**src/rtl/sha3_pkg.sv**
```systemverilog
// Shared types and mode tables for the SHA3 squeeze/output stage.
package sha3_pkg;

  typedef enum logic [2:0] {
    SHA3_224 = 3'd0,
    SHA3_256 = 3'd1,
    SHA3_384 = 3'd2,
    SHA3_512 = 3'd3,
    SHAKE128 = 3'd4,
    SHAKE256 = 3'd5
  } sha3_mode_e;

  typedef logic [63:0] lane_t;
  typedef lane_t [4:0][4:0] state_t;

  // Unused TUSER codes fall back to SHA3-256.
  function automatic sha3_mode_e decode_mode(input logic [2:0] tuser);
    case (tuser)
      3'd0:    return SHA3_224;
      3'd2:    return SHA3_384;
      3'd3:    return SHA3_512;
      3'd4:    return SHAKE128;
      3'd5:    return SHAKE256;
      default: return SHA3_256;
    endcase
  endfunction

  function automatic logic [7:0] rate_bytes(input sha3_mode_e mode);
    case (mode)
      SHA3_224: return 8'd144;
      SHA3_384: return 8'd104;
      SHA3_512: return 8'd72;
      SHAKE128: return 8'd168;
      default:  return 8'd136;
    endcase
  endfunction

  function automatic logic [7:0] digest_bytes(input sha3_mode_e mode);
    case (mode)
      SHA3_224: return 8'd28;
      SHA3_256: return 8'd32;
      SHA3_384: return 8'd48;
      SHA3_512: return 8'd64;
      default:  return 8'd0;
    endcase
  endfunction

  function automatic logic is_shake(input sha3_mode_e mode);
    return (mode == SHAKE128) || (mode == SHAKE256);
  endfunction

endpackage

```
**src/rtl/sha3_beat_mux.sv**
```systemverilog
// Picks the DATA_WIDTH-bit slice for one output beat out of the held Keccak state.
module sha3_beat_mux
  import sha3_pkg::*;
#(
  parameter int DATA_WIDTH = 16
) (
  input  state_t                  state_i,
  input  logic [7:0]              beat_idx_i,
  output logic [DATA_WIDTH-1:0]   data_o
);

  logic [1599:0] flat;
  logic [10:0]   base;

  // State byte order walks x fastest, then y, so lane (x,y) sits at 64*(5y+x).
  always_comb begin
    flat = '0;
    for (int y = 0; y < 5; y++) begin
      for (int x = 0; x < 5; x++) begin
        flat[(5*y + x)*64 +: 64] = state_i[x][y];
      end
    end
    base   = 11'(beat_idx_i) * 11'(DATA_WIDTH);
    data_o = flat[base +: DATA_WIDTH];
  end

endmodule

```
**src/rtl/sha3_squeeze_axis.sv**
```systemverilog
// SHA3/SHAKE digest output stage: holds the final state and streams it over AXI-Stream.
// Define SHA3_OUT_TKEEP_EN to add the M_TKEEP byte-enable port.
module sha3_squeeze_axis
  import sha3_pkg::*;
#(
  parameter int DATA_WIDTH = 16,
  parameter int LEN_W      = 16
) (
  input  logic                    ACLK,
  input  logic                    ARESET,
  input  state_t                  Din,
  input  logic                    Din_valid,
  output logic                    Din_ready,
  input  logic [2:0]              TUSER,
  input  logic [LEN_W-1:0]        out_len,
  output logic                    perm_req,
  output logic [DATA_WIDTH-1:0]   M_TDATA,
  output logic                    M_TVALID,
  input  logic                    M_TREADY,
  output logic                    M_TLAST,
`ifdef SHA3_OUT_TKEEP_EN
  output logic [DATA_WIDTH/8-1:0] M_TKEEP,
`endif
  output logic                    Done
);

  localparam int B = DATA_WIDTH / 8;
  localparam logic [LEN_W-1:0] BEAT_BYTES = LEN_W'(B);

  localparam logic [1:0] ST_IDLE      = 2'd0;
  localparam logic [1:0] ST_STREAM    = 2'd1;
  localparam logic [1:0] ST_WAIT_PERM = 2'd2;

  logic [1:0]       state_q, state_d;
  state_t           held_q, held_d;
  sha3_mode_e       mode_q, mode_d;
  logic [LEN_W-1:0] remaining_q, remaining_d;
  logic [7:0]       beat_idx_q, beat_idx_d;
  logic             din_ready_q, din_ready_d;
  logic             done_q, done_d;
  logic             perm_req_q, perm_req_d;

  logic             accept, handshake, final_beat, last_of_block;
  logic [7:0]       block_last_idx;
  logic [DATA_WIDTH-1:0] beat_data;
  logic [B-1:0]     byte_keep;

  assign accept         = Din_valid && din_ready_q;
  assign M_TVALID       = (state_q == ST_STREAM);
  assign handshake      = M_TVALID && M_TREADY;
  assign final_beat     = (remaining_q <= BEAT_BYTES);
  assign block_last_idx = rate_bytes(mode_q) / 8'(B) - 8'd1;
  assign last_of_block  = (beat_idx_q == block_last_idx);

  always_comb begin
    state_d     = state_q;
    held_d      = held_q;
    mode_d      = mode_q;
    remaining_d = remaining_q;
    beat_idx_d  = beat_idx_q;
    done_d      = 1'b0;
    perm_req_d  = 1'b0;
    case (state_q)
      ST_IDLE: begin
        if (accept) begin
          held_d      = Din;
          mode_d      = decode_mode(TUSER);
          remaining_d = is_shake(mode_d) ? out_len : LEN_W'(digest_bytes(mode_d));
          beat_idx_d  = 8'd0;
          // A zero-length XOF completes without ever raising TVALID.
          if (remaining_d == '0) done_d = 1'b1;
          else                   state_d = ST_STREAM;
        end
      end
      ST_STREAM: begin
        if (handshake) begin
          remaining_d = final_beat ? '0 : remaining_q - BEAT_BYTES;
          beat_idx_d  = beat_idx_q + 8'd1;
          if (final_beat) begin
            done_d  = 1'b1;
            state_d = ST_IDLE;
          end else if (last_of_block) begin
            perm_req_d = 1'b1;
            state_d    = ST_WAIT_PERM;
          end
        end
      end
      ST_WAIT_PERM: begin
        if (accept) begin
          held_d     = Din;
          beat_idx_d = 8'd0;
          state_d    = ST_STREAM;
        end
      end
      default: state_d = ST_IDLE;
    endcase
    din_ready_d = (state_d == ST_IDLE) || (state_d == ST_WAIT_PERM);
  end

  always_ff @(posedge ACLK) begin
    if (ARESET) begin
      state_q     <= ST_IDLE;
      mode_q      <= SHA3_224;
      remaining_q <= '0;
      beat_idx_q  <= 8'd0;
      din_ready_q <= 1'b0;
      done_q      <= 1'b0;
      perm_req_q  <= 1'b0;
    end else begin
      state_q     <= state_d;
      mode_q      <= mode_d;
      remaining_q <= remaining_d;
      beat_idx_q  <= beat_idx_d;
      din_ready_q <= din_ready_d;
      done_q      <= done_d;
      perm_req_q  <= perm_req_d;
    end
  end

  // The held state is pure data and never observed outside STREAM, so it skips reset.
  always_ff @(posedge ACLK) begin
    held_q <= held_d;
  end

  sha3_beat_mux #(.DATA_WIDTH(DATA_WIDTH)) u_beat_mux (
    .state_i    (held_q),
    .beat_idx_i (beat_idx_q),
    .data_o     (beat_data)
  );

  always_comb begin
    M_TDATA = '0;
    for (int i = 0; i < B; i++) begin
      byte_keep[i]       = M_TVALID && (!final_beat || (LEN_W'(i) < remaining_q));
      M_TDATA[8*i +: 8]  = byte_keep[i] ? beat_data[8*i +: 8] : 8'h00;
    end
  end

  assign M_TLAST   = M_TVALID && final_beat;
  assign Din_ready = din_ready_q;
  assign perm_req  = perm_req_q;
  assign Done      = done_q;

`ifdef SHA3_OUT_TKEEP_EN
  assign M_TKEEP = byte_keep;
`endif

endmodule

```
**config.mk**
```make
export PLATFORM = sky130hd
export DESIGN_NAME = sha3_squeeze_axis
export DESIGN_NICKNAME = d
export VERILOG_FILES = /design/src/rtl/sha3_pkg.sv /design/src/rtl/sha3_beat_mux.sv /design/src/rtl/sha3_squeeze_axis.sv
export SDC_FILE = /design/constraint.sdc
export NUM_CORES = 1
export LEC_CHECK = 0
export ABC_AREA = 1
export CAP_MARGIN = 30
export CORE_AREA = 2 2 642 644
export DETAILED_ROUTE_END_ITERATION = 7
export DIE_AREA = 0 0 644 646
export PLACE_DENSITY = 0.31
export SLEW_MARGIN = 30
export SYNTH_ARGS = -nofsm -noshare
export SYNTH_HDL_FRONTEND = slang
export SYNTH_SLANG_ARGS = --single-unit
```
**constraint.sdc**
```tcl
create_clock -name ACLK -period 127.5 [get_ports ACLK]
set_clock_uncertainty 0.05 [all_clocks]
set_input_delay 25.5 -clock ACLK [delete_from_list [all_inputs] [get_ports ACLK]]
set_output_delay 25.5 -clock ACLK [all_outputs]
set_load 0.01 [all_outputs]
```
==> results of run 1 <==
==> cells in the final DEF, fill, tap and decap left out, types with 4 or more instances in the layout <==
cell	instances
buf_4	108
xor2_1	10
a211oi_1	4
nor2_2	6
a21oi_1	172
clkinv_4	4
nor3_2	5
o22ai_1	23
nand3_1	706
nand2_1	1983
o211ai_1	9
clkdlybuf4s50_1	1643
nor3_1	32
edfxtp_1	1600
inv_6	4
o21ai_1	28
clkinvlp_4	5
diode_2	71
inv_1	87
nand4_1	50
inv_16	4
o21ai_0	163
clkinv_1	50
a21oi_2	4
a31oi_1	18
clkbuf_16	213
bufinv_16	20
nor2_1	344
clkinv_2	36
buf_6	8
clkbuf_1	38
buf_12	4
dfxtp_1	27
xnor2_1	6
inv_2	6
ha_1	4
nor2_4	8
==> flip-flops by register name, indices dropped and copies added (netlist names) <==
register,count
state_q,2
held_q,1600
mode_q,3
perm_req,1
Done,1
beat_idx_q,8
remaining_q,16
Din_ready,1
==> worst register-to-register path, stage by stage (launching register included) <==
cell	delay [ns]
dfxtp_1	0.30
inv_1	0.12
nand3_1	0.31
inv_8	0.61
buf_4	0.97
buf_4	0.71
buf_4	0.73
buf_4	0.80
buf_6	0.65
==> logic make-up (layout without fill, tap and decap cells) <==
kind of cell / after synthesis / after routing / share of synthesized area
compound gates: 429 / 429 / 0.0340
fa+ha+maj: 4 / 4 / 0.000756
simple gates: 3142 / 3142 / 0.195
flops: 1632 / 1632 / 0.735
xor+xnor: 16 / 16 / 0.00212
other cells: 0 / 71 / 0
buf+inv: 432 / 2238 / 0.0326
==> per-layer routing <==
layer | vias to the layer above | routed length (um)
met4 | 124 | 11000
met5 | - | 764
li1 | 23146 | -
met3 | 866 | 23400
met1 | 25152 | 158000
met2 | 2047 | 204000
==> report_power, final <==
part	switching [W]	total, W	internal (W)
clock	0.000250	0.000596	0.000345
sequential	0.0000183	0.000683	0.000665
combinational	0.000157	0.000241	0.0000833
total	0.000426	0.00152	0.00109
==> through the flow <==
stage / setup WS (ns) / hold slack [ns] / util / std cells / power (W)
2_1_floorplan: 67.98 / 0.387 / - / 5655 / 0.000913
3_3_place_gp: 95.70 / 0.397 / 0.217 / 12534 / 0.000941
3_5_place_dp: 95.73 / 0.409 / 0.217 / 12536 / 0.000942
4_1_cts: 95.00 / 0.418 / 0.234 / 12911 / 0.00155
5_1_grt: 95.03 / 0.453 / 0.234 / 12940 / 0.00159
6_report: 95.37 / 0.433 / 0.234 / 12983 / 0.00152
==> cell type report <==
class / count / area [um2]
antenna: 71 / 178
clock buffer: 252 / 5490
clock inverter: 123 / 1160
fill: 43890 / 313000
inverter: 98 / 407
multi-input combinational: 3591 / 15500
sequential: 1632 / 48700
tap: 5451 / 6820
timing repair buffer: 1765 / 17500
==> worst min-delay path by stage <==
| stage | to | depth (start not counted) |
|---|---|---|
| after CTS | beat_idx_q[7] | 2 |
| after floorplan | remaining_q[0] | 2 |
| final | beat_idx_q[7] | 2 |
| after detailed placement | beat_idx_q[7] | 2 |
| after global routing | beat_idx_q[7] | 2 |
| after global placement | beat_idx_q[7] | 2 |
==> reports/metrics.cfg, run 1 <==
[critical_path]
path_cells = buf_12, buf_4, buf_12, nand2_1, nand3_1, nand2_1, a21oi_1, nand4_1, nand3_1, nand2_1, a21oi_2, clkdlybuf4s50_1
cp_slowest_stage_delay_ns = 0.68
required_ns = 101.95
timing.rr.end = held_q[437]
crit_top_cell = nand2_1
crit_fanout = 129
startpoint_type = register
crit_start = beat_idx_q[0]
critPathBufInv = 4
reg2reg_slack_ns = 121.79
r2r_cells = 8
crit_type = reg -> out
worstSetupEndpoint = M_TDATA[10]
crit_arrival_ns = 6.58
reg2reg_from = state_q[0]
slowest_stage = clkdlybuf4s50_1
crit_path_end_kind = output port
crit_family = buffers and inverters
cp.depth = 12

[finish]
final_cell_area_um2 = 95700
drive_gt1_frac = 0.0610
fin_nets = 8927
area_growth_syn_to_layout_pct = 44.5

[timing]
rsz0062_at_grt = no
setup_violations = 0
fmax_mhz = 31.1
max_slew_margin = 0.268
worst_pin_slew_ns = 1.09
slew_viol_final = 0
final.setup.tns_ns = 0
period_share = 0.252
period_needed_ns = 32.13
finalHoldViolations = 0

[logic_synthesis]
yosys_warnings = 0
synth_edf_count = 1600
avgSynthCellArea_um2 = 11.7
yosys.area.top_type_share = 0.726
synth_cells = 5655
synthArstFlopShare = 0
ys_top_cells_by_count = nand2_1 (1984), edfxtp_1 (1600), nand3_1 (706)
synth_area_leaders = edfxtp_1 (73%), nand2_1 (11%), nand3_1 (5.3%)
ys_seq_area_frac = 0.735
yosys.area.top_type = edfxtp_1
syn_nets = 7282
synth.most_common_cell = nand2_1
ys_types = 36
syn_area_um2 = 66200
ys.flop_type = edfxtp_1
ys_seq_elements = 1632

[flow_run]
cap_violations = 0

[power_and_ir_drop]
p_leak_nw = 33.4
vdd_drop_max_mv = 0.0104
p_per_area_nw_per_um2 = 15.9

[cts]
numCtsBuffers = 212
clk_latency_ns = 0.85
post_cts_buffers = 0
clk_pin_slew_ns = 0.06
cts_resized = 0
htree_levels = 4
cts_hold_buf = 0
clockRootBuffer = clkbuf_16
clockBufferDepth = 4
clock_sinks = 1632
cts_tree = done

[floorplanning]
die_h_um = 646
num_rows = 235
start_util = 0.162
ios = 1644
die_w_um = 644
core-area_um2 = 409000
dieArea_um2 = 416000

[drt]
vias_per_cell = 3.95
dr.pass1.iters = 7
finalWirelength_mm = 397
drc_errors = 0
dr_total_vias = 51335
ant_nets = 0
drt_iter0_drc = 3811
routedWlPerCell_um = 30.6

[worst_hold_path]
hp-class = reg -> reg
hold_path_startpoint = beat_idx_q[7]

[global_routing]
grtUsageMet1 = 0.216
antenna_found_initial = 364
globalRouteMet3Util = 0.0419
gr-total-overflow = 0
met2_usage = 0.338
grt_pass1_wl_mm = 509
grt_max_degree = 130
grt_usage = 0.184
grt_pass1_vias = 52172
grt.busiest_layer = met2

[place]
place_hpwl_mm = 307
placed_cell_area_um2 = 88800
io_buffers = 1643
gp_congestion = 0.816

[status]
status = finished, final reports clean

Note: power is estimated with default switching activity, not from simulation.
==> run 2, diff against run 1 <==
==> constraint.sdc (replaced) <==
create_clock -name ACLK -period 32.3 [get_ports ACLK]
set_clock_uncertainty 0.05 [all_clocks]
set_input_delay 6.46 -clock ACLK [delete_from_list [all_inputs] [get_ports ACLK]]
set_output_delay 6.46 -clock ACLK [all_outputs]
set_load 0.01 [all_outputs]
==> run 2 against run 1 <==
  * Combinational power rose to 4.0 times the previous value
  * Worst setup slack got worse by 77 ns
  * Count of clock-buffer cells in the layout rose by 5
  * First-iteration DRC count rose by 2.3%
  * Final cell count rose by 0.25%
  * Final area barely moved
  * Sequential power rose to 4.0 times the previous value
  * Sequential cell count did not move
  * Via count rose by 0.96%
  * Register-to-register slack got worse by 96 ns
  * Routed wire length rose by 1.8%
==> reports/metrics.cfg, run 2 (synthesized netlist as in run 1, its figures left out) <==
[drt]
vias_per_cell = 3.98
routedWlPerCell_um = 31.1
drt_iter0_drc = 3900
drc_errors = 0
ant_nets = 0
dr_total_vias = 51830
dr.pass1.iters = 6
finalWirelength_mm = 404

[critical_path]
crit_arrival_ns = 7.74
cp_slowest_stage_delay_ns = 0.80
startpoint_type = register
critPathBufInv = 6
path_cells = buf_4, buf_4, buf_4, buf_4, buf_12, nand2_1, nand3_1, a21oi_1, nor2_1, nor2_1, nor2_1, a21oi_1, nor2_1, clkdlybuf4s50_1
crit_family = buffers and inverters
required_ns = 25.79
crit_type = reg -> out
slowest_stage = dfxtp_4
crit_fanout = 138
crit_path_end_kind = output port

[global_routing]
gr-total-overflow = 0
grt_pass1_wl_mm = 519
grt_usage = 0.187
grtUsageMet1 = 0.217
globalRouteMet3Util = 0.0467
grt_pass1_vias = 52765
grt_max_degree = 178
met2_usage = 0.340
grt.busiest_layer = met2
antenna_found_initial = 390

[cts]
htree_levels = 4
clk_pin_slew_ns = 0.06
clockRootBuffer = clkbuf_16
clockBufferDepth = 4
numCtsBuffers = 209
cts_resized = 0
clock_sinks = 1632
cts_hold_buf = 0
cts_tree = done
post_cts_buffers = 0
clk_latency_ns = 0.86

[floorplanning]
dieArea_um2 = 416000
die_h_um = 646
core-area_um2 = 409000
ios = 1644
die_w_um = 644
start_util = 0.162
num_rows = 235

[timing]
final.setup.tns_ns = 0
max_slew_margin = 0.340
slew_viol_final = 0
period_needed_ns = 14.25
worst_pin_slew_ns = 0.989
setup_violations = 0
fmax_mhz = 70.2
rsz0062_at_grt = no
finalHoldViolations = 0
period_share = 0.441

[power_and_ir_drop]
p_per_area_nw_per_um2 = 62.4
p_leak_nw = 33.4
power.total_w = 0.00597
vdd_drop_max_mv = 0.0397

[finish]
regMostFlops = held_q
nFillCells = 43963
fin_nets = 8921
layout_common_cells = nand2_1 (1983), clkdlybuf4s50_1 (1643), edfxtp_1 (1600)
largest_register_ffs = 1600
area_growth_syn_to_layout_pct = 44.5
largest_registers = held_q (1600), remaining_q (16), beat_idx_q (8)
layout_commonest_cell = nand2_1
drive_gt1_frac = 0.0595

[place]
io_buffers = 1643
gp_congestion = 0.824
place_hpwl_mm = 309

[worst_hold_path]
hp-class = reg -> reg

[status]
status = finished, final reports clean

[flow_run]
cap_violations = 0

-- run 2: area by class of cell --
class / count / area [um2] / area share
sequential: 1632 / 48700 / 0.509
timing repair buffer: 1762 / 17600 / 0.184
multi-input combinational: 3591 / 15500 / 0.162
tap: 5451 / 6820 / 0.0713
clock buffer: 257 / 5460 / 0.0571
clock inverter: 127 / 1010 / 0.0106
inverter: 98 / 403 / 0.00421
antenna: 97 / 243 / 0.00254
-- run 2: layer usage --
metal,wire [um],vias to the layer above
met4,11000,162
li1,-,23172
met2,208000,2090
met1,159000,25530
met3,24800,876
met5,1030,-
-- run 2: final timing paths --
path / endpoint / depth (start not counted) / start / slack (ns)
worst max register to register: held_q[743] / 11 / state_q[0] / 25.47
worst min register to register: beat_idx_q[7] / 2 / beat_idx_q[7] / 0.42
worst min-delay path: beat_idx_q[7] / 2 / beat_idx_q[7] / 0.42
worst max-delay path: M_TDATA[13] / 14 / beat_idx_q[0] / 18.05
-- run 2: worst min-delay path: cells and delay by family (launching register included) --
kind	cells	cell delay [ns]
and+or+nand+nor	1	0.06
AOI/OAI and AO/OA	1	0.05
DFF	1	0.31
-- run 2: where the power goes --
group / total, W / leakage, nW / switching (W) / internal, W
combinational: 0.000961 / 15.2 / 0.000629 / 0.000332
sequential: 0.00270 / 15.0 / 0.0000781 / 0.00262
clock: 0.00230 / 3.17 / 0.000995 / 0.00131
total: 0.00597 / 33.4 / 0.00170 / 0.00426
-- run 2: through the flow --
stage	area [um2]	hold WS [ns]	instances	util	worst slack (ns)
6_report	95700	0.423	13015	0.234	18.05
5_1_grt	95500	0.443	12959	0.234	17.57
4_1_cts	95300	0.419	12915	0.233	17.79
3_5_place_dp	88900	0.402	12531	0.217	18.63
3_3_place_gp	88700	0.400	12526	0.217	18.67
2_1_floorplan	66200	0.387	5655	-	1.00
